==> src/rtl/audio_output_mc.sv <==
// Multi-channel delta-sigma audio output: valid/ready frame FIFO, rate-timed sample
// fetch with underrun handling, and a first- or second-order 1-bit modulator per channel.
module audio_output_mc #(
   parameter int CHANNELS           = 2,
   parameter int SAMPLE_WIDTH       = 16,
   parameter int FIFO_DEPTH_IN_BITS = 3,
   parameter int READ_FREQ          = 374,
   parameter int ORDER              = 1,
   parameter int SIGNED_IN          = 0,
   parameter int HOLD_ON_UNDERRUN   = 1
) (
   input  logic                             clk,
   input  logic                             reset,
   input  logic [CHANNELS*SAMPLE_WIDTH-1:0] data,
   input  logic                             valid,
   output logic                             ready,
   output logic [FIFO_DEPTH_IN_BITS:0]      fifo_level,
   output logic                             underrun,
   input  logic                             underrun_clear,
   output logic                             sample_tick,
   output logic [CHANNELS-1:0]              audio_out
);

   localparam int W     = SAMPLE_WIDTH;
   localparam int FW    = CHANNELS * SAMPLE_WIDTH;
   localparam int AW    = FIFO_DEPTH_IN_BITS;
   localparam int DEPTH = 1 << FIFO_DEPTH_IN_BITS;
   localparam int CW    = (READ_FREQ > 0) ? $clog2(READ_FREQ + 1) : 1;

   localparam logic [W-1:0]  MID     = {1'b1, {(W-1){1'b0}}};
   localparam logic [CW-1:0] RELOAD  = CW'(READ_FREQ);
   localparam logic [CW-1:0] CNT_ONE = CW'(1);
   localparam logic [AW-1:0] PTR_ONE = AW'(1);
   localparam logic [AW:0]   LVL_ONE = (AW+1)'(1);
   localparam logic [AW:0]   DEPTH_L = (AW+1)'(DEPTH);

   logic [FW-1:0] mem_r [DEPTH];
   logic [FW-1:0] wr_word_s;
   logic [FW-1:0] rd_word_r;
   logic [AW-1:0] wr_ptr_r;
   logic [AW-1:0] rd_ptr_r;
   logic [AW:0]   level_r;
   logic [AW:0]   level_next_s;
   logic          ready_r;
   logic [CW-1:0] cnt_r;
   logic          tick_s;
   logic          push_s;
   logic          pop_s;
   logic          sample_tick_r;
   logic          load_pend_r;
   logic          load_pop_r;
   logic          underrun_r;

   generate
      if (ORDER != 1 && ORDER != 2) begin : g_bad_order
         $error("audio_output_mc: ORDER must be 1 or 2");
      end
   endgenerate

   assign tick_s = (cnt_r == '0);
   assign push_s = valid && ready_r;
   assign pop_s  = tick_s && (level_r != '0);

   // Two's complement input becomes offset binary by flipping each channel's MSB.
   always_comb begin
      wr_word_s = data;
      for (int c = 0; c < CHANNELS; c++) begin
         if (SIGNED_IN != 0) wr_word_s[c*W + W - 1] = ~data[c*W + W - 1];
         else                wr_word_s[c*W + W - 1] = data[c*W + W - 1];
      end
   end

   // Occupancy after this cycle's push/pop.
   always_comb begin
      level_next_s = level_r;
      case ({push_s, pop_s})
         2'b10:   level_next_s = level_r + LVL_ONE;
         2'b01:   level_next_s = level_r - LVL_ONE;
         default: level_next_s = level_r;
      endcase
   end

   // Frame storage; contents are don't-care until written, pointers define validity.
   always_ff @(posedge clk) begin
      if (push_s) mem_r[wr_ptr_r] <= wr_word_s;
   end

   // FIFO control, rate counter, fetch pipeline and underrun flag.
   always_ff @(posedge clk) begin
      if (reset) begin
         wr_ptr_r      <= '0;
         rd_ptr_r      <= '0;
         level_r       <= '0;
         ready_r       <= 1'b1;
         rd_word_r     <= '0;
         cnt_r         <= '0;
         sample_tick_r <= 1'b0;
         load_pend_r   <= 1'b0;
         load_pop_r    <= 1'b0;
         underrun_r    <= 1'b0;
      end else begin
         if (push_s) wr_ptr_r <= wr_ptr_r + PTR_ONE;
         if (pop_s) begin
            rd_ptr_r  <= rd_ptr_r + PTR_ONE;
            rd_word_r <= mem_r[rd_ptr_r];
         end
         level_r       <= level_next_s;
         ready_r       <= (level_next_s < DEPTH_L);
         cnt_r         <= tick_s ? RELOAD : (cnt_r - CNT_ONE);
         sample_tick_r <= tick_s;
         load_pend_r   <= tick_s;
         load_pop_r    <= pop_s;
         if (tick_s && (level_r == '0)) underrun_r <= 1'b1;
         else if (underrun_clear)       underrun_r <= 1'b0;
      end
   end

   assign ready       = ready_r;
   assign fifo_level  = level_r;
   assign underrun    = underrun_r;
   assign sample_tick = sample_tick_r;

   generate
      for (genvar c = 0; c < CHANNELS; c++) begin : g_ch
         logic [W-1:0] sample_r;
         logic         out_r;

         // Sample register loads two cycles after the tick that fetched it.
         always_ff @(posedge clk) begin
            if (reset) begin
               sample_r <= MID;
            end else if (load_pend_r) begin
               if (load_pop_r)                 sample_r <= rd_word_r[c*W +: W];
               else if (HOLD_ON_UNDERRUN == 0) sample_r <= MID;
            end
         end

         if (ORDER == 1) begin : g_o1
            // The carry out of acc_r is bit W of the W+1-bit accumulator, held in out_r.
            logic [W-1:0] acc_r;
            logic [W:0]   acc_next_s;
            assign acc_next_s = {1'b0, acc_r} + {1'b0, sample_r};

            always_ff @(posedge clk) begin
               if (reset) begin
                  acc_r <= '0;
                  out_r <= 1'b0;
               end else begin
                  acc_r <= acc_next_s[W-1:0];
                  out_r <= acc_next_s[W];
               end
            end
         end else begin : g_o2
            localparam logic signed [W+3:0] FB = {3'b000, 1'b1, {W{1'b0}}};
            logic signed [W+3:0] int1_r, int2_r, int1_next_s, int2_next_s, x_s, fb_s;
            assign x_s         = {4'b0000, sample_r};
            assign fb_s        = out_r ? FB : '0;
            assign int1_next_s = int1_r + x_s - fb_s;
            assign int2_next_s = int2_r + int1_next_s - fb_s;

            always_ff @(posedge clk) begin
               if (reset) begin
                  int1_r <= '0;
                  int2_r <= '0;
                  out_r  <= 1'b0;
               end else begin
                  int1_r <= int1_next_s;
                  int2_r <= int2_next_s;
                  out_r  <= ~int2_next_s[W+3];
               end
            end
         end

         assign audio_out[c] = out_r;
      end
   endgenerate

endmodule

==> config.mk <==
export PLATFORM = sky130hd
export DESIGN_NAME = audio_output_mc
export DESIGN_NICKNAME = d
export VERILOG_FILES = /design/src/rtl/audio_output_mc.sv
export SDC_FILE = /design/constraint.sdc
export NUM_CORES = 1
export LEC_CHECK = 0
export CORE_ASPECT_RATIO = 1.2
export CORE_MARGIN = 10
export CORE_UTILIZATION = 55
export CTS_BUF_LIST = sky130_fd_sc_hd__clkbuf_16
export CTS_CLUSTER_DIAMETER = 100
export DETAILED_ROUTE_END_ITERATION = 16
export HOLD_SLACK_MARGIN = 0.05
export PLACE_DENSITY = 0.75
export SLEW_MARGIN = 20
export SYNTH_ARGS = -nofsm -noshare
export SYNTH_HDL_FRONTEND = slang
export SYNTH_SLANG_ARGS = --single-unit
export TNS_END_PERCENT = 30
==> constraint.sdc <==
create_clock -name clk -period 5.2 [get_ports clk]
set_clock_uncertainty 0.2 [all_clocks]
set_input_delay 1.04 -clock clk [delete_from_list [all_inputs] [get_ports clk]]
set_output_delay 1.04 -clock clk [all_outputs]
set_load 0.005 [all_outputs]
# Word-level counts from Yosys, hierarchy flattened

Memory sizes are Yosys's and may differ from the RTL's. A register that Yosys moved wholly into a read port is not among the register bits.
Cells that the tools add are included.

$lt $le $gt $ge: 1
$add $sub $neg: 7
Reductions and logical operators: 9
Mux-type cells: 6
Equality and inequality tests: 2

Operator list:

| cell                | count |
|---|---|
| $add 16x16->17      | 2 |
| $logic_not 9->1     | 1 |
| $mux 9              | 1 |
| $sub 9x1->9 const B | 1 |
| $pmux 4 s2          | 1 |
| $add 3x1->3 const B | 2 |
| $add 4x1->4 const B | 1 |
| $logic_not 4->1     | 1 |
| $lt 4x4->1 const B  | 1 |
| $mux 1              | 4 |
| $reduce_bool 4->1   | 1 |
| $sub 4x1->4 const B | 1 |
| $logic_and 1x1->1   | 3 |
| $eq 2x1->1 const B  | 1 |
| $eq 2x2->1 const B  | 1 |
| $reduce_and 2->1    | 1 |
| $reduce_bool 2->1   | 1 |
| $reduce_or 2->1     | 1 |

Word-level logic and storage cells: 41
Output and inout bits: 9
Memories: 1
Memory bits (writable): 256
Bits of input ports: 36
Flip-flop bits (word level): 89

Memories:

| memory | words | bits a word | rd ports | clocked after Yosys merged registers in | write ports | RTL line | source |
|---|---|---|---|---|---|---|---|
| mem_r  | 8     | 32          | 1        | 1                                       | 1           | 37       | `logic [FW-1:0] mem_r [DEPTH];` |

# Longest topological paths before layout

Gate-level depths: netlist (run 1).

Depth after elaboration: 5
Gate-level depth with buffers: 13

# Least setup slack after synthesis (run 1)

No wires, ideal clock.

Path kind: input port to flip-flop
Start point: input valid
End point: memory mem_r[0][0] in the netlist's numbering (enable)
Data arrival time: 4265 ps
Required time: 4499 ps
Path slack: 233 ps
Setup time: 501 ps
Path buffers: 0
Stages on the path: 2
Cells stage by stage: nand2_1 -> nor4_1

Longest elaborated chain between the ends: 3

RTL lines:

| element                      | RTL line | source |
|---|---|---|
| start, declared              | 15       | `input logic valid,` |
| $logic_and 1x1->1            | 61       | `assign push_s = valid && ready_r;` |
| $mux 1                       | 85       | `if (push_s) mem_r[wr_ptr_r] <= wr_word_s;` |
| $mux 1 (not written as such) | 85       |  |
| end, declared                | 37       |  |

Every way passes these cells.

==> results of run 1 <==
power groups by stage:
| stage | Combinational (mW) | Clock [mW] | Sequential (mW) |
|---|---|---|---|
| after CTS | 0.903 | 2.65 | 3.55 |
| after floorplan | 0.711 | 0 | 3.54 |
| after detailed placement | 0.893 | 0 | 3.61 |
| final | 0.891 | 2.60 | 3.54 |
| after global placement | 0.873 | 0 | 3.60 |
| after global routing | 0.980 | 2.78 | 3.57 |
area by class of cell:
class / instances / area [um^2] / share of cell area [%]
Clock buffer: 39 / 975.9 / 5.674
Multi-Input combinational cell: 576 / 4875 / 28.34
Clock inverter: 28 / 212.7 / 1.237
Tap cell: 340 / 425.4 / 2.473
Timing Repair Buffer: 59 / 570.5 / 3.317
Inverter: 7 / 26.28 / 0.1527
Sequential cell: 377 / 10120 / 58.81
state kept, by name, summed over array words and instances, names as in the netlist, named ones only:
signal,flops
mem_r,256
g_ch.g_o1.acc_r,32
g_ch.sample_r,32
rd_word_r,32
cnt_r,9
fifo_level,3
rd_ptr_r,3
wr_ptr_r,3
g_ch.out_r,2
load_pend_r,1
load_pop_r,1
ready,1
underrun,1
through the flow:
step	instances	setup slack, ps	hold WS, ps	total power, mW
CTS	1425	1993	256.4	7.101
detailed placement	1358	1459	243.3	4.501
global route	1426	1835	271.0	7.335
finish	1426	1940	258.3	7.034
floorplan	1010	233.3	225.3	4.253
global placement	1358	1509	237.3	4.474
metal layers:
metal  vias up  routed length (um)  track usage (%)
met5         -                   0                0
met1      4099               11920            21.53
met3        51                1435            2.788
li1       3954                   -                -
met4         0                 698            5.427
met2       200               14350            27.47
tightest hold or removal path, stage by stage (launching register included):
cell,delay [ps]
dfxtp_1,310
nand2_1,50
a21oi_1,50
path summary, 6_finish.rpt:
path,start,to,slack [ps],cells after the start
worst max-delay path,valid,register,1940,9
worst min-delay path,rd_word_r[30]$_SDFFE_PP0P_,g_ch[1].sample_r[14]$_SDFFE_PP0P_,260,2
worst max register to register,fifo_level[2]$_SDFFE_PP0N_,register,2290,9
worst min register to register,rd_word_r[30]$_SDFFE_PP0P_,g_ch[1].sample_r[14]$_SDFFE_PP0P_,260,2
cell usage after synthesis (2+ instances only):
| master | instances |
|---|---|
| a211oi_1 | 27 |
| a211oi_2 | 10 |
| a21o_1 | 16 |
| a21oi_1 | 67 |
| a21oi_2 | 2 |
| a221o_1 | 2 |
| a31oi_1 | 6 |
| and2_1 | 4 |
| and3_1 | 4 |
| buf_1 | 7 |
| buf_2 | 10 |
| buf_4 | 11 |
| clkbuf_1 | 20 |
| dfxtp_1 | 121 |
| edfxtp_1 | 256 |
| fa_1 | 3 |
| ha_1 | 39 |
| inv_1 | 7 |
| mux2_1 | 2 |
| mux2_2 | 4 |
| mux2i_1 | 36 |
| mux4_2 | 64 |
| nand2_1 | 85 |
| nand2b_1 | 4 |
| nand3_1 | 14 |
| nand3b_1 | 3 |
| nand4_1 | 7 |
| nor2_1 | 79 |
| nor2b_1 | 13 |
| nor3_1 | 15 |
| nor3b_1 | 2 |
| nor4_1 | 2 |
| o211ai_1 | 2 |
| o21a_1 | 5 |
| o21ai_0 | 6 |
| o21ai_1 | 5 |
| o21bai_1 | 3 |
| o31ai_1 | 2 |
| or3_1 | 2 |
| xnor2_1 | 14 |
| xor2_1 | 12 |
kinds of logic (layout without fill, tap and decap cells):
group | count (synthesis) | count (layout)
flip-flops | 377 | 377
AND/OR/NAND/NOR | 241 | 241
AO/OA/AOI/OAI | 161 | 161
multiplexers | 106 | 106
buffers and inverters | 57 | 133
adder cells (fa/ha/maj) | 42 | 42
XOR/XNOR | 26 | 26
==> results.tsv, run 1 <==
metric	value	unit
intPower	5.341	mW
synth_top_area_cell	edfxtp_1	
cts_made_buffers	37	
worst_pin_slew	1117	ps
power_frac_seq	50.4	%
critical_path.top_delay_family	adder cells	
grt.overflow.total	0	
syn_inst	1010	
final_util	63.31	%
dieArea	34740	um^2
wl_per_cell	19.92	um
dp_hpwl	16680	um
fin_area	17200	um^2
outcome	complete, no violations	
crit_top_cell	ha_1	
diodes	0	
switching_share	24.07	%
tritoncts	built	
fp.dieW	171.8	um
clockRootBuffer	clkbuf_16	
numPortBuffers	44	
maxCapViolations	0	
synthMuxAreaShare	12.29	%
fin_crit	3260	ps
synth-simple-area-share	7.222	%
dpl_cell_area	15990	um^2
wl	28400	um
vias_per_cell	5.823	
worst_ep_arrival_time	3460	ps
cts_resized	0	
synthesis.nets	1088	
clk_pin_slew	60	ps
clk_path_buf_depth	3	
slew_headroom	25.38	%
synth-edff-count	256	
rows	66	
path_buf_inv	1	
grt_antenna_before_repair	0	
layout.nets	1136	
fill_cells	1899	
worstPathMaxFanout	7	
drc_errors	0	
layout_commonest_cell	edfxtp_1	
syn_avg_cell_area	15.06	um^2
setup_viol_count_final	0	
synth_area	15210	um^2
final_cell_mix	256 x edfxtp_1, 118 x dfxtp_1, 85 x nand2_1	
drive_above_1_share	15.29	%
grt_max_degree	68	
synth.area.top_cells	edfxtp_1 51%, dfxtp_1 16%, mux4_2 9.5%	
die_y	202.2	um
power_density	408.9	nW/um^2
rsz0062_at_grt	no	
synthXorXnorAreaFrac	1.497	%
crit_type	in2reg	
hp-class	reg2reg	
ys_seq_area_share	66.46	%
core_area	27170	um^2
fin_crit_sh	62.69	%
vias	8304	
cts_hold_buf	0	
post_cts_buffers	0	
cp-end-kind	register	
num_io_pins	45	
p_leak	5.793	nW
net-switching-power	1.693	mW
max_stage_delay	530	ps
tns	0	ps
drtPass1Iterations	4	
cp_slowest_cell	clkdlybuf4s50_1	
gr-usage-all-layers	16.51	%
synth_compound_area_share	7.107	%
start_util	55.99	%
clk-insertion-delay-late	520	ps
p_clk_share	36.9	%
max_freq	306.8	MHz
htreeDepth	2	
setup.worst_path.start_class	input pin	
grt_pass1_wl	45660	um
cp_data_required_time	5400	ps
async_flop_share	0	%
synth_cell_types	58	
ys_warn_count	0	
p_comb_share	12.7	%
yosys.area_share.adder	3.603	%
worstPathCellList	clkdlybuf4s50_1, nand2_1, ha_1, ha_1, a21o_1, a21oi_1, xor2_1, nor2_1, mux2_2	
clkSinkCount	377	
final_max_slew_viol_count	0	
place_congestion	0.8082	
ir_drop	0.0002666	V
synth-seq-cells	377	
hold_viol	0	
yosysTopAreaCellShare	50.54	%
ys.flop_type	edfxtp_1	
area_growth	13.09	%
grt_pass1_vias	8504	
synth_top_family_by_area	multiplexers	
initialDrtViolationCount	568	
antenna_left	0	
(Power assumes the default switching activity.)
==> run 2, diff against run 1 <==
==> constraint.sdc (replaced) <==
create_clock -name clk -period 2.7 [get_ports clk]
set_clock_uncertainty 0.2 [all_clocks]
set_input_delay 0.54 -clock clk [delete_from_list [all_inputs] [get_ports clk]]
set_output_delay 0.54 -clock clk [all_outputs]
set_load 0.005 [all_outputs]
==> results.tsv, run 2 (synthesis results as in run 1) <==
metric	value	unit
dieArea	34740	um^2
final_max_slew_viol_count	0	
p_leak	5.914	nW
cp-end-kind	register	
gr-usage-all-layers	17.22	%
cp_data_required_time	2900	ps
cp_slowest_cell	mux2_2	
diodes	0	
fin_crit_sh	96.49	%
worstPathMaxFanout	3	
hp-class	reg2reg	
grt_antenna_before_repair	0	
area_growth	14.81	%
outcome	complete, no violations	
antenna_left	0	
max_freq	383.9	MHz
tns	0	ps
grt.overflow.total	0	
num_io_pins	45	
initialDrtViolationCount	540	
ir_drop	0.0005731	V
final_cell_mix	256 x edfxtp_1, 117 x dfxtp_1, 85 x nand2_1	
setup.worst_path.start_class	register	
cts_made_buffers	37	
clockRootBuffer	clkbuf_16	
clkSinkCount	377	
post_cts_buffers	0	
setup_viol_count_final	0	
die_y	202.2	um
drive_above_1_share	16.98	%
drc_errors	0	
drtPass1Iterations	5	
dp_hpwl	17060	um
maxCapViolations	0	
regMostFlops	mem_r	
wl	28950	um
layout.nets	1163	
rows	66	
hold_viol	0	
slew_headroom	47.72	%
fp.dieW	171.8	um
start_util	55.99	%
grt_max_degree	70	
worst_pin_slew	784.2	ps
wl_per_cell	19.92	um
tritoncts	built	
worst_ep_arrival_time	2800	ps
power_density	761.9	nW/um^2
critical_path.top_delay_family	adder cells	
core_area	27170	um^2
vias	8494	
clk_path_buf_depth	3	
rsz0062_at_grt	no	
worstPathCellList	inv_1, ha_1, nor2b_1, and4b_2, ha_1, ha_1, a21o_1, a21oi_2, xor2_1, nor2_1, mux2_2	
max_stage_delay	340	ps
grt_pass1_wl	47670	um
place_congestion	0.8358	
layout_commonest_cell	edfxtp_1	
grt_pass1_vias	8840	
crit_type	reg2reg	
clk_pin_slew	60	ps
place_inst	1386	
stdcell_count	1453	
fin_crit	2605	ps
vias_per_cell	5.846	
crit_top_cell	ha_1	
path_buf_inv	1	
hold_ws	220.4	ps
largest_register_ffs	256	
htreeDepth	2	
power	13.31	mW
clk-insertion-delay-late	520	ps
numPortBuffers	44	
==> run 2: cell types whose count changed in the layout (fill, tap and decap cells not counted), moves of 2 or more <==
cell	previous run	this run
buf_4	15	30
buf_12	0	13
clkinv_1	3	10
bufinv_16	3	1
clkbuf_16	39	37
==> run 2: path summary, 6_finish.rpt <==
check / start / endpoint / slack, ps / cells past startpoint
worst min register to register: cnt_r[0]$_SDFF_PP0_ / cnt_r[0]$_SDFF_PP0_ / 220 / 1
worst max register to register: cnt_r[0]$_SDFF_PP0_ / register / 90 / 11
worst max-delay path: cnt_r[0]$_SDFF_PP0_ / register / 90 / 11
worst min-delay path: cnt_r[0]$_SDFF_PP0_ / cnt_r[0]$_SDFF_PP0_ / 220 / 1
==> run 2: layout make-up <==
type	instances	area, um^2
clock inverter	30	162.7
sequential	377	10120
tap	340	425.4
fill	1918	9706
timing repair buffer	86	915.9
multi-input combinational	576	4890
inverter	7	26.28
clock buffer	37	925.9
==> run 2: repair_timing <==
item	4_1_cts	5_1_grt
endpoints found under the setup margin	0	3
hold endpoints to repair	0	0
hold buffers	0	0
resized for setup	0	3
==> run 2: power breakdown <==
group	switching [mW]	total, mW	internal [mW]	leakage [nW]
Clock	2.03	4.62	2.59	0.579
Sequential	0.214	6.76	6.54	3.31
Combinational	0.954	1.93	0.974	2.03
==> run 2: layer usage <==
metal,GRT usage [%],vias to the layer above,part of all wire [%]
met3,2.535,59,4.4
met1,22.96,4238,44
met5,0,-,0
met2,28.52,172,49
li1,-,4025,-
met4,5.335,0,2.4
==> run 2: metrics by stage <==
stage | setup slack, ps | util [%] | cell area, um^2
after detailed placement | -106.9 | 60.24 | 16370
after global placement | -108.0 | 60.24 | 16370
after global routing | 14.36 | 64.28 | 17460
after CTS | 23.39 | 64.25 | 17460
after floorplan | -930.7 | - | 15220
final | 94.84 | 64.28 | 17460
==> run 2: worst reg2reg max path, cell delays in order (launching register included) <==
cell     delay (ps)
dfxtp_2         330
inv_1            70
ha_1            180
nor2b_1         130
and4b_2         220
ha_1            200
ha_1            270
a21o_1          190
a21oi_2         150
xor2_1           80
nor2_1          130
mux2_2          340
